==> src/rtl/ibex_ex_issue_ctrl.sv <==
// Issue controller on the ID side of the EX interface: sequences ALU/MUL/DIV ops,
// holds multdiv results until writeback accepts them, and owns the intermediate registers.
module ibex_ex_issue_ctrl #(
  parameter int ImdW        = 34,
  parameter int MaxExCycles = 40
) (
  input  logic                clk_i,
  input  logic                rst_i,
  input  logic                instr_valid_i,
  input  logic                instr_is_mult_i,
  input  logic                instr_is_div_i,
  input  logic                instr_kill_i,
  input  logic                wb_ready_i,
  input  logic                ex_valid_i,
  input  logic [1:0]          imd_val_we_i,
  input  logic [2*ImdW-1:0]   imd_val_d_i,
  output logic [2*ImdW-1:0]   imd_val_q_o,
  output logic                alu_instr_first_cycle_o,
  output logic                mult_sel_o,
  output logic                div_sel_o,
  output logic                mult_en_o,
  output logic                div_en_o,
  output logic                multdiv_ready_id_o,
  output logic                instr_done_o,
  output logic                ex_busy_o,
  output logic                timeout_err_o
);

  localparam int CntW = $clog2(MaxExCycles + 1);

  typedef enum logic [1:0] {IDLE, MULTI, WAIT_WB} state_e;

  state_e          state_q, state_d;
  logic [CntW-1:0] cnt_q, cnt_d;
  logic [ImdW-1:0] imd0_q, imd1_q;

  logic active;
  logic is_div;
  logic is_mul;
  logic cnt_last;
  logic timeout;

  // Reset gating keeps every combinational output quiet while rst_i is high.
  assign active   = instr_valid_i & ~instr_kill_i & ~rst_i;
  assign is_div   = instr_is_div_i;
  assign is_mul   = instr_is_mult_i & ~instr_is_div_i;
  assign cnt_last = (cnt_q == CntW'(MaxExCycles - 1));
  assign timeout  = (state_q == MULTI) & active & ~ex_valid_i & cnt_last;

  always_ff @(posedge clk_i or posedge rst_i) begin
    if (rst_i) begin
      state_q <= IDLE;
      cnt_q   <= '0;
    end else begin
      state_q <= state_d;
      cnt_q   <= cnt_d;
    end
  end

  always_comb begin
    state_d = IDLE;
    cnt_d   = '0;
    case (state_q)
      IDLE: begin
        if (active) begin
          if (ex_valid_i) begin
            state_d = wb_ready_i ? IDLE : WAIT_WB;
          end else begin
            state_d = MULTI;
            cnt_d   = CntW'(1);
          end
        end
      end
      MULTI: begin
        if (active) begin
          if (ex_valid_i) begin
            state_d = wb_ready_i ? IDLE : WAIT_WB;
          end else if (cnt_last) begin
            state_d = IDLE;
          end else begin
            state_d = MULTI;
            cnt_d   = (cnt_q == CntW'(MaxExCycles)) ? cnt_q : cnt_q + CntW'(1);
          end
        end
      end
      WAIT_WB: begin
        if (active && !wb_ready_i) begin
          state_d = WAIT_WB;
        end
      end
      default: state_d = IDLE;
    endcase
  end

  always_comb begin
    alu_instr_first_cycle_o = 1'b0;
    multdiv_ready_id_o      = 1'b1;
    instr_done_o            = 1'b0;
    timeout_err_o           = 1'b0;
    mult_sel_o              = active & is_mul;
    div_sel_o               = active & is_div;
    // The watchdog cycle drops the enables so multdiv abandons the op.
    mult_en_o               = active & is_mul & ~timeout;
    div_en_o                = active & is_div & ~timeout;
    ex_busy_o               = (state_q != IDLE);
    case (state_q)
      IDLE: begin
        alu_instr_first_cycle_o = active;
        instr_done_o            = active & ex_valid_i & wb_ready_i;
      end
      MULTI: begin
        instr_done_o  = active & ex_valid_i & wb_ready_i;
        timeout_err_o = timeout;
      end
      WAIT_WB: begin
        multdiv_ready_id_o = wb_ready_i;
        instr_done_o       = active & wb_ready_i;
      end
      default: ;
    endcase
  end

  // Intermediate lanes are written only for a live instruction and survive kill/done.
  always_ff @(posedge clk_i or posedge rst_i) begin
    if (rst_i) begin
      imd0_q <= '0;
      imd1_q <= '0;
    end else begin
      if (imd_val_we_i[0] && active) imd0_q <= imd_val_d_i[ImdW-1:0];
      if (imd_val_we_i[1] && active) imd1_q <= imd_val_d_i[2*ImdW-1:ImdW];
    end
  end

  assign imd_val_q_o = {imd1_q, imd0_q};

endmodule

==> config.mk <==
export PLATFORM = sky130hd
export DESIGN_NAME = ibex_ex_issue_ctrl
export DESIGN_NICKNAME = d
export VERILOG_FILES = /design/src/rtl/ibex_ex_issue_ctrl.sv
export SDC_FILE = /design/constraint.sdc
export NUM_CORES = 1
export LEC_CHECK = 0
export ABC_AREA = 0
export ABC_CLOCK_PERIOD_IN_PS = 5400
export CAP_MARGIN = 20
export CELL_PAD_IN_SITES_DETAIL_PLACEMENT = 2
export CELL_PAD_IN_SITES_GLOBAL_PLACEMENT = 2
export CORE_ASPECT_RATIO = 1.25
export CORE_MARGIN = 2
export CORE_UTILIZATION = 29
export CTS_CLUSTER_DIAMETER = 40
export DETAILED_ROUTE_END_ITERATION = 8
export PLACE_DENSITY_LB_ADDON = 0.3
export SETUP_SLACK_MARGIN = 0.4
export SLEW_MARGIN = 30
export SYNTH_ARGS = -nofsm -noshare
export SYNTH_HDL_FRONTEND = slang
export SYNTH_SLANG_ARGS = --single-unit
==> constraint.sdc <==
create_clock -name clk_i -period 5.4 [get_ports clk_i]
set_input_delay 1.08 -clock clk_i [delete_from_list [all_inputs] [get_ports clk_i]]
set_output_delay 1.08 -clock clk_i [all_outputs]
set_load 0.01 [all_outputs]
* Word-level counts from Yosys, hierarchy flattened *
Index checks and enable logic that the tools add are counted.

operators by class
  reduce and logical (&&, ||, !) cells = 7
  $mul = 0
  add/subtract/negate cells = 1
  bitwise gates (word level) = 18
  shift-type cells = 0
  multiplexer cells = 19
  eq/ne operators = 5
  $lt $le $gt $ge = 0
  divide/modulo/power cells = 0

operator list
  kind                                                 count
  two-way mux 6 bit                                    4
  bitwise AND 1 bit                                    13
  equality test 6 bit, second input constant           2
  two-way mux 2 bit                                    6
  case mux 6 bit (2 select lines)                      1
  adder 6 x 1 -> 6 bit, second input constant          1
  two-way mux 1 bit                                    6
  case mux 2 bit (3 select lines)                      1
  != test 5 bit, second input constant                 1
  inverter 1 bit                                       5
  logical AND 1 bit                                    3
  equality test 2 x 1 -> 1 bit, second input constant  1
  equality test 2 bit, second input constant           1
  zero test 2 bit                                      1
  case mux 1 bit (2 select lines)                      1
  nonzero test 2 bit                                   1
  OR reduction 2 bit                                   1
  zero test 1 bit                                      1

storage, ports and cells
  register bits = 76
  output and inout port bits = 77
  bits in latches = 0
  ROM bits = 0
  input port bits = 78
  memory bits (writable) = 0
  memories = 0

* Longest topological paths before layout *
Gate-level depths: netlist of the first run.

  depth in word-level cells = 8
  gate-level depth with buffers = 5
  depth with buffers taken out = 5

* Least setup slack after synthesis of the first run *
OpenSTA, ideal clock, no wires.

  path kind = input -> output
  from = input port ex_valid_i
  to = output port div_en_o
  arrival time = 1.938 ns
  stages = 3
  required time = 4.320 ns
  path slack = 2.382 ns
  cell sequence = nor3_1 nand4b_1 o31a_1

between the ends
  cells in the longest elaborated chain, start to end = 5

ends and longest elaborated chain
  item                            RTL line  source
  start: declaration              14        input logic ex_valid_i,
  inverter 1 bit                  48        assign timeout = (state_q == MULTI) & active & ~ex_valid_i & cnt_last;
  bitwise AND 1 bit (2 in a row)  48
  inverter 1 bit                  104       div_en_o = active & is_div & ~timeout;
  bitwise AND 1 bit               104
  end: declaration                22        output logic div_en_o,

Every way passes these cells.

* Worst setup path in the final report of the first run *
  from = input port rst_i
  to = output port mult_en_o

between the ends
  cells in the longest elaborated chain, start to end = 7
  elaborated cells between the ends (all ways) = 8

ends and longest elaborated chain
  item                            RTL line  source
  start: declaration              8         input logic rst_i,
  inverter 1 bit *                44        assign active = instr_valid_i & ~instr_kill_i & ~rst_i;
  bitwise AND 1 bit *             44
  bitwise AND 1 bit (3 in a row)  48
  inverter 1 bit                  103       mult_en_o = active & is_mul & ~timeout;
  bitwise AND 1 bit *             103
  end: declaration                21        output logic mult_en_o,

Every way passes the cells marked *; elsewhere a longest branch is shown, timed or not.

==> impl_metrics.ini, run 1 <==
[finish]
drive_gt1_share_pct = 25.07
final_core_util_pct = 46.39
nets = 442
area_delta_synth_final_pct = 57.61
final_cells = 505
n_antenna_cell = 0
final_area_um2 = 5313

[sta]
fmax_mhz = 240.7
final_hold_viol_count = 0
fin_crit_sh_pct = 76.95
tightest_slew_ns = 0.7960
period_needed_ns = 4.155
rsz0062_at_grt = false
maxSlewViolCount = 0
maxSlewHeadroom_pct = 46.93
setup_viol = 0
setup_tns_ns = 0
fin_ws_ns = 1.245
finalClockSkew_ns = 0.004588

[clocking]
cts_root_buf = clkbuf_16
post-cts-setup-buffers = 0
clockBufferDepth = 2
clk_latency_ns = 0.33
cts-buffers-inserted = 9
hold_buffers = 0
clock_sinks = 76
cts_tree = built
cts_max_level = 3
ctsResizeCount = 0
clk_pin_slew_worst_paths_ns = 0.06

[run_status]
outcome = finished clean

[logic_synthesis]
synth_area_um2 = 3371
synth_fp_nets = 283
ys_ff_latch = 76
yosysWarningCount = 0
synth_edf_count = 0
synthFlopType = dfrtp_1
yosysSeqAreaShare_pct = 56.42
async_flop_share_pct = 100.0
postSynthAreaPerCell_um2 = 16.60
synthCells = 203
synth.distinct_cells = 31

[detailed_routing]
vias = 2272
ant_nets = 0
routedWlPerCell_um = 17.80
drc_errors = 0
drt-total-wl_um = 8990
drt_iter0_drc = 41
detail_route.first_pass.iterations = 2
viasPerCell = 4.499

[floorplan]
boundaryPins = 155
rows = 44
core_um2 = 11450
initial_core_util_pct = 29.44
dieWidth_um = 100.4
die_y_um = 124.5
fp.dieArea_um2 = 12510

[global_route]
grt_pass1_vias = 2669
grt_overflow = 0
antenna_found_initial = 0
grt_max_degree = 46
grt_usage_pct = 14.98
grt_pass1_wl_um = 14620

[worst_setup_path]
crit_path_end_kind = output pin
path_cells = clkdlybuf4s50_1 -> nor3_1 -> nand4b_1 -> o31a_1 -> clkdlybuf4s50_1
critical_path_required_ns = 4.32
critical_path.max_stage_delay_ns = 0.50
critPathMaxFanout = 8
slowest_stage = clkdlybuf4s50_1
start_kind = primary input
crit_top_cell = clkdlybuf4s50_1
worstPathArrival_ns = 3.08
criticalPathCategory = primary input to output pin

[placed_design]
gp_congestion = 0.7355
place_hpwl_um = 6514
placed_area_um2 = 4962
io_buffers = 154
dp.cells = 489
dp_slack_ns = 1.227

[power_and_ir_drop]
p_leak_uw = 0.002246
vdd_drop_max_uv = 132.5
powerDensity_nw_per_um2 = 375.9

[hold_path]
hold_path.class = flop to flop

[job]
max-cap-violations = 0
[state kept, by name, summed over array words and instances (netlist names)]
name and count:
state_q 2, cnt_q 6, imd0_q 34, imd1_q 34
[cells by family after synthesis]
kind of cell,synth area share (%)
AOI/OAI and AO/OA,2.079
xor gates and xnor gates,0.7797
adders and majority gates,0.7423
buffers and inverters,4.789
DFF,56.42
muxes,29.40
and+or+nand+nor,5.791
[metal layers]
| layer | vias to the layer above | GRT usage (%) | wire, um |
|---|---|---|---|
| li1 | 1032 | - | - |
| met1 | 1134 | 18.59 | 3828 |
| met2 | 100 | 24.75 | 4413 |
| met3 | 6 | 4.994 | 666 |
| met4 | 0 | 4.110 | 81 |
| met5 | - | 0 | 0 |
[cell usage after synthesis (2+ instances only)]
cell,n,share of area (%)
buf_6,2,0.67
mux2_4,60,27
buf_12,6,3.6
and2_1,3,0.56
inv_1,5,0.56
o31a_1,2,0.52
nand3b_1,3,0.67
dfrtp_1,76,56
and3b_1,2,0.52
nor3_1,4,0.59
a21oi_1,2,0.30
nor2_1,4,0.45
mux2_2,8,2.7
ha_1,2,0.74
xor2_1,2,0.52
nand3_1,5,0.74
a211oi_1,2,0.45
nand2_1,2,0.22
[cell type report]
class	instances	area [um2]
clock buffers	10	239.0
clock inverters	6	111.4
fillers	1141	6138
inverters	5	20.02
multi-input cells	114	1311
flip-flops and latches	76	1902
well taps	138	172.7
repair buffers	156	1556
[through the flow]
stage	hold WS (ns)	power, uW
floorplan	0.4932	983.7
global placement	0.4906	1298
detailed placement	0.4933	1312
CTS	0.5131	2034
global route	0.5244	2095
finish	0.5069	1997
[where the power goes]
part / internal, uW / switching (uW)
Clock: 464 / 237
Combinational: 378 / 170
Sequential: 683 / 65.4
[critical path, delay by kind of cell]
family / cells / cell delay (ns)
buffers and inverters: 2 / 0.98
AND/OR/NAND/NOR: 2 / 0.60
AO/OA/AOI/OAI: 1 / 0.41
[cells in the final DEF (no fill, tap or decap), types with 2 or more instances in the layout]
cell / n
inv_1: 4
clkbuf_16: 9
a21oi_1: 2
clkdlybuf4s50_1: 154
clkinv_2: 2
nor3_1: 4
o31a_1: 2
mux2_4: 60
bufinv_16: 3
nand2_1: 2
a211oi_1: 2
and3b_1: 2
buf_4: 2
nand3b_1: 3
nor2_1: 4
nand3_1: 5
ha_1: 2
dfrtp_1: 76
mux2_2: 8
xor2_1: 2
[path summary, 6_finish.rpt]
path                       startpoint    endpoint  slack [ns]  cells past startpoint
min                        imd0_q[28]  imd0_q[28]        0.51                      1
min in group asynchronous       rst_i  state_q[0]        1.33                      2
min reg2reg                imd0_q[28]  imd0_q[28]        0.51                      1
max reg2reg                  cnt_q[0]    cnt_q[0]        3.85                      4
max                             rst_i   mult_en_o        1.24                      5
max in group asynchronous       rst_i  imd0_q[14]        3.19                      3
(Power assumes the default switching activity.)
==> inputs of run 2 (changes only) <==
- ABC_CLOCK_PERIOD_IN_PS: 5400 -> 3500
- CORE_UTILIZATION: 29 -> 24
- clock period: 5.4 -> 3.5 ns (I/O delays scaled with it)
==> impl_metrics.ini, run 2 (same netlist as run 1, synthesis figures left out) <==
[detailed_routing]
ant_nets = 0
detail_route.first_pass.iterations = 3
viasPerCell = 4.200
drt-total-wl_um = 9452
drc_errors = 0
drt_iter0_drc = 50
routedWlPerCell_um = 17.31
vias = 2293

[worst_setup_path]
crit_path_end_kind = output pin
endpoint = mult_en_o
reg2reg_to = cnt_q[0]
ff2ff_setup_slack_ns = 1.91
critical_path_required_ns = 2.80
critPathMaxFanout = 4
worstPathArrival_ns = 2.35
crit_start = instr_valid_i
reg2reg_from = cnt_q[0]
start_kind = primary input
criticalPathCategory = primary input to output pin
reg2reg_depth = 4

[sta]
hold_slack_ns = 0.5089
period_needed_ns = 3.047
fmax_mhz = 328.2
tightest_slew_ns = 0.6225
final_hold_viol_count = 0
fin_crit_sh_pct = 87.05
maxSlewHeadroom_pct = 58.45
rsz0062_at_grt = true
finalClockSkew_ns = 0.002724
setup_tns_ns = 0
maxSlewViolCount = 0
setup_viol = 0

[placed_design]
gp_congestion = 0.7165
placed_area_um2 = 5060
dp.cells = 528
place_hpwl_um = 6886
io_buffers = 154

[clocking]
cts_tree = built
clockBufferDepth = 2
cts-buffers-inserted = 9
clock_sinks = 76
clk_latency_ns = 0.33
cts_root_buf = clkbuf_16
cts_max_level = 3
hold_buffers = 0
clk_pin_slew_worst_paths_ns = 0.06

[floorplan]
core_um2 = 13750
boundaryPins = 155
initial_core_util_pct = 24.51
fp.dieArea_um2 = 15020
dieWidth_um = 110
die_y_um = 136.5
rows = 48

[finish]
final_cell_mix = clkdlybuf4s50_1, dfrtp_1, mux2_4, clkbuf_16, mux2_2
layout_commonest_cell = clkdlybuf4s50_1
final_cells = 546
final_core_util_pct = 39.27
area_delta_synth_final_pct = 60.24
drive_gt1_share_pct = 26.68
n_antenna_cell = 0
reg_top3 = imd0_q (34), imd1_q (34), cnt_q (6)
nets = 446
final_area_um2 = 5401

[job]
max-cap-violations = 0

[global_route]
grt_overflow = 0
grt_pass1_wl_um = 14460
grt_max_degree = 46
grt_pass1_vias = 2639
grt_usage_pct = 12.84
antenna_found_initial = 0

[power_and_ir_drop]
vdd_drop_max_uv = 202.5
powerDensity_nw_per_um2 = 551.0
p_leak_uw = 0.002292

[hold_path]
hold_path.class = flop to flop

[run_status]
outcome = finished clean
## run 2: cell count changes in the layout (fill, tap and decap cells not counted), sizes merged, moves of 2 or more
cell / before / now
clkdlybuf4s50: 154 / 151
bufinv: 3 / 1
buf: 2 / 6
dlymetal6s2s: 0 / 2
## run 2: worst max-delay path, cell delays in order
cell	delay (ns)
clkdlybuf4s50_1	0.50
nor3b_4	0.24
and3b_2	0.23
o31a_1	0.14
clkdlybuf4s50_1	0.53
## run 2: repair_timing
action | CTS | global route
pin swaps | 1 | 3
gates cloned | 0 | 0
endpoints found under the setup margin | 3 | 4
resized for setup | 2 | 4
buffers inserted | 1 | 1
## run 2: worst min path at each step
stage | from | end | slack (ns) | depth (start not counted)
finish | imd1_q[9] | imd1_q[9] | 0.51 | 1
global route | imd1_q[10] | imd1_q[10] | 0.53 | 1
CTS | imd0_q[15] | imd0_q[15] | 0.51 | 1
detailed placement | imd0_q[30] | imd0_q[30] | 0.50 | 1
global placement | imd0_q[16] | imd0_q[16] | 0.49 | 1
floorplan | state_q[0] | state_q[0] | 0.49 | 1
## run 2: power by group
part	switching [uW]	internal, uW	total [uW]	leakage, uW
logic	270	586	856	0.00122
registers	97.1	1050	1150	0.000927
clock network	377	593	970	0.000148
## run 2: metal layers
layer / wire, um / GRT usage [%] / vias up
met5: 0 / 0 / -
met1: 3654 / 14.79 / 1151
met3: 703 / 3.905 / 11
met4: 204 / 5.415 / 0
li1: - / - / 1042
met2: 4891 / 21.85 / 89
## run 2: final cells by class
cell class | count | area, um2
Fill cell | 1387 | 8352
Sequential cell | 76 | 1902
Timing Repair Buffer | 160 | 1628
Multi-Input combinational cell | 114 | 1321
Clock buffer | 11 | 252.7
Tap cell | 175 | 219.0
Clock inverter | 5 | 58.81
Inverter | 5 | 20.02
## run 2: stage by stage
stage	setup slack, ns	total power (uW)
after CTS	0.4085	3031
after floorplan	0.8617	1518
after detailed placement	0.2795	2034
after global placement	0.3403	2015
final	0.4534	2976
after global routing	0.3642	3132
==> inputs of run 3 (changes only) <==
- SKIP_CTS_REPAIR_TIMING: not set -> 1
==> impl_metrics.ini, run 3 (same netlist as run 1, synthesis figures left out) <==
[hold_path]
whs_path_depth = 1
hold_path.class = flop to flop

[worst_setup_path]
critical_path.max_stage_delay_ns = 0.47
crit_top_cell = clkdlybuf4s50_1
critPathMaxFanout = 4
path_cells = clkdlybuf4s50_1 -> nor3_2 -> nand4b_1 -> o31a_1 -> clkdlybuf4s50_1
crit_path_end_kind = output pin
worstPathArrival_ns = 2.37
reg2reg_depth = 4
slowest_stage = clkdlybuf4s50_1
critical_path_required_ns = 2.80
start_kind = primary input
criticalPathCategory = primary input to output pin

[run_status]
outcome = finished clean

[clocking]
cts_max_level = 3
cts-buffers-inserted = 9
clk_latency_ns = 0.33
clock_sinks = 76
cts_tree = built
cts_root_buf = clkbuf_16
clockBufferDepth = 2
clk_pin_slew_worst_paths_ns = 0.06

[floorplan]
dieWidth_um = 110
boundaryPins = 155
core_um2 = 13750
rows = 48
initial_core_util_pct = 24.51
fp.dieArea_um2 = 15020
die_y_um = 136.5

[sta]
setup_viol = 0
hold_slack_ns = 0.5087
tightest_slew_ns = 0.6224
final_hold_viol_count = 0
setup_tns_ns = 0
maxSlewHeadroom_pct = 58.46
period_needed_ns = 3.066
fmax_mhz = 326.1
fin_crit_sh_pct = 87.61
rsz0062_at_grt = true
finalClockSkew_ns = 0.003016
maxSlewViolCount = 0

[global_route]
grt_pass1_vias = 2638
antenna_found_initial = 0
grt_pass1_wl_um = 14460
grt_max_degree = 46
grt_usage_pct = 12.84
grt_overflow = 0

[detailed_routing]
ant_nets = 0
drt-total-wl_um = 9513
viasPerCell = 4.216
routedWlPerCell_um = 17.39
drt_iter0_drc = 50
vias = 2306
detail_route.first_pass.iterations = 4
drc_errors = 0

[placed_design]
placed_area_um2 = 5060
place_hpwl_um = 6886
gp_congestion = 0.7165
io_buffers = 154

[finish]
reg_top3 = imd0_q (34), imd1_q (34), cnt_q (6)
nets = 447
n_antenna_cell = 0
drive_gt1_share_pct = 26.88
final_cell_mix = clkdlybuf4s50_1, dfrtp_1, mux2_4, clkbuf_16, mux2_2
layout_commonest_cell = clkdlybuf4s50_1
final_area_um2 = 5413
fillCellCount = 1383
area_delta_synth_final_pct = 60.58

[power_and_ir_drop]
p_sw_uw = 743.6
vdd_drop_max_uv = 202.5
combPwrFrac_pct = 28.8
clockPowerShare_pct = 32.6
p_int_uw = 2233
swShare_pct = 24.98
seqPwrFrac_pct = 38.7
powerDensity_nw_per_um2 = 549.9
p_leak_uw = 0.002304
total_power_uw = 2976

[job]
max-cap-violations = 0
-- run 3: changes by cell type in the layout (fill, tap and decap cells not counted) --
cell / previous run / this run
buf_4: 3 / 4
dlygate4sd2_1: 1 / 0
dlymetal6s2s_1: 2 / 3
-- run 3: final timing paths --
check                      startpoint         end  slack [ns]
max in group asynchronous       rst_i  imd0_q[32]        2.33
min in group asynchronous       rst_i  state_q[0]        0.53
max reg2reg                  cnt_q[0]    cnt_q[0]        1.90
min reg2reg                 imd1_q[9]   imd1_q[9]        0.51
min                         imd1_q[9]   imd1_q[9]        0.51
max                        ex_valid_i    div_en_o        0.43
-- run 3: routing by layer --
layer / vias to the layer above / global-route usage, % / share of wire (%)
li1: 1047 / - / -
met2: 89 / 21.88 / 51
met3: 11 / 3.905 / 7.4
met5: - / 0 / 0
met4: 0 / 5.415 / 2.1
met1: 1159 / 14.76 / 39
-- run 3: area by class of cell --
type,count,area (um2),share of cell area (%)
Clock buffer,11,252.7,4.669
Clock inverter,5,58.81,1.086
Inverter,5,20.02,0.3699
Multi-Input combinational cell,114,1321,24.41
Sequential cell,76,1902,35.14
Tap cell,175,219.0,4.045
Timing Repair Buffer,161,1639,30.28
-- run 3: stage by stage --
stage	utilization, %	setup WS [ns]	instances
after CTS	39.06	0.2770	544
after global routing	39.36	0.3570	547
after detailed placement	36.79	0.2795	528
after floorplan	-	0.8617	203
after global placement	36.79	0.3403	528
final	39.36	0.4336	547
-- run 3: worst max-delay path: cells and delay by family --
| kind | cells | cell delay [ns] |
|---|---|---|
| AO/OA/AOI/OAI | 1 | 0.30 |
| buffers and inverters | 2 | 0.91 |
| AND/OR/NAND/NOR | 2 | 0.46 |
-- run 3: power by group through the flow --
stage / clock (uW) / combinational (uW) / sequential, uW
4_1_cts: 1000 / 873 / 1150
3_5_place_dp: 0 / 865 / 1170
6_report: 969 / 857 / 1150
3_3_place_gp: 0 / 858 / 1160
2_1_floorplan: 0 / 277 / 1240
5_1_grt: 1050 / 913 / 1170
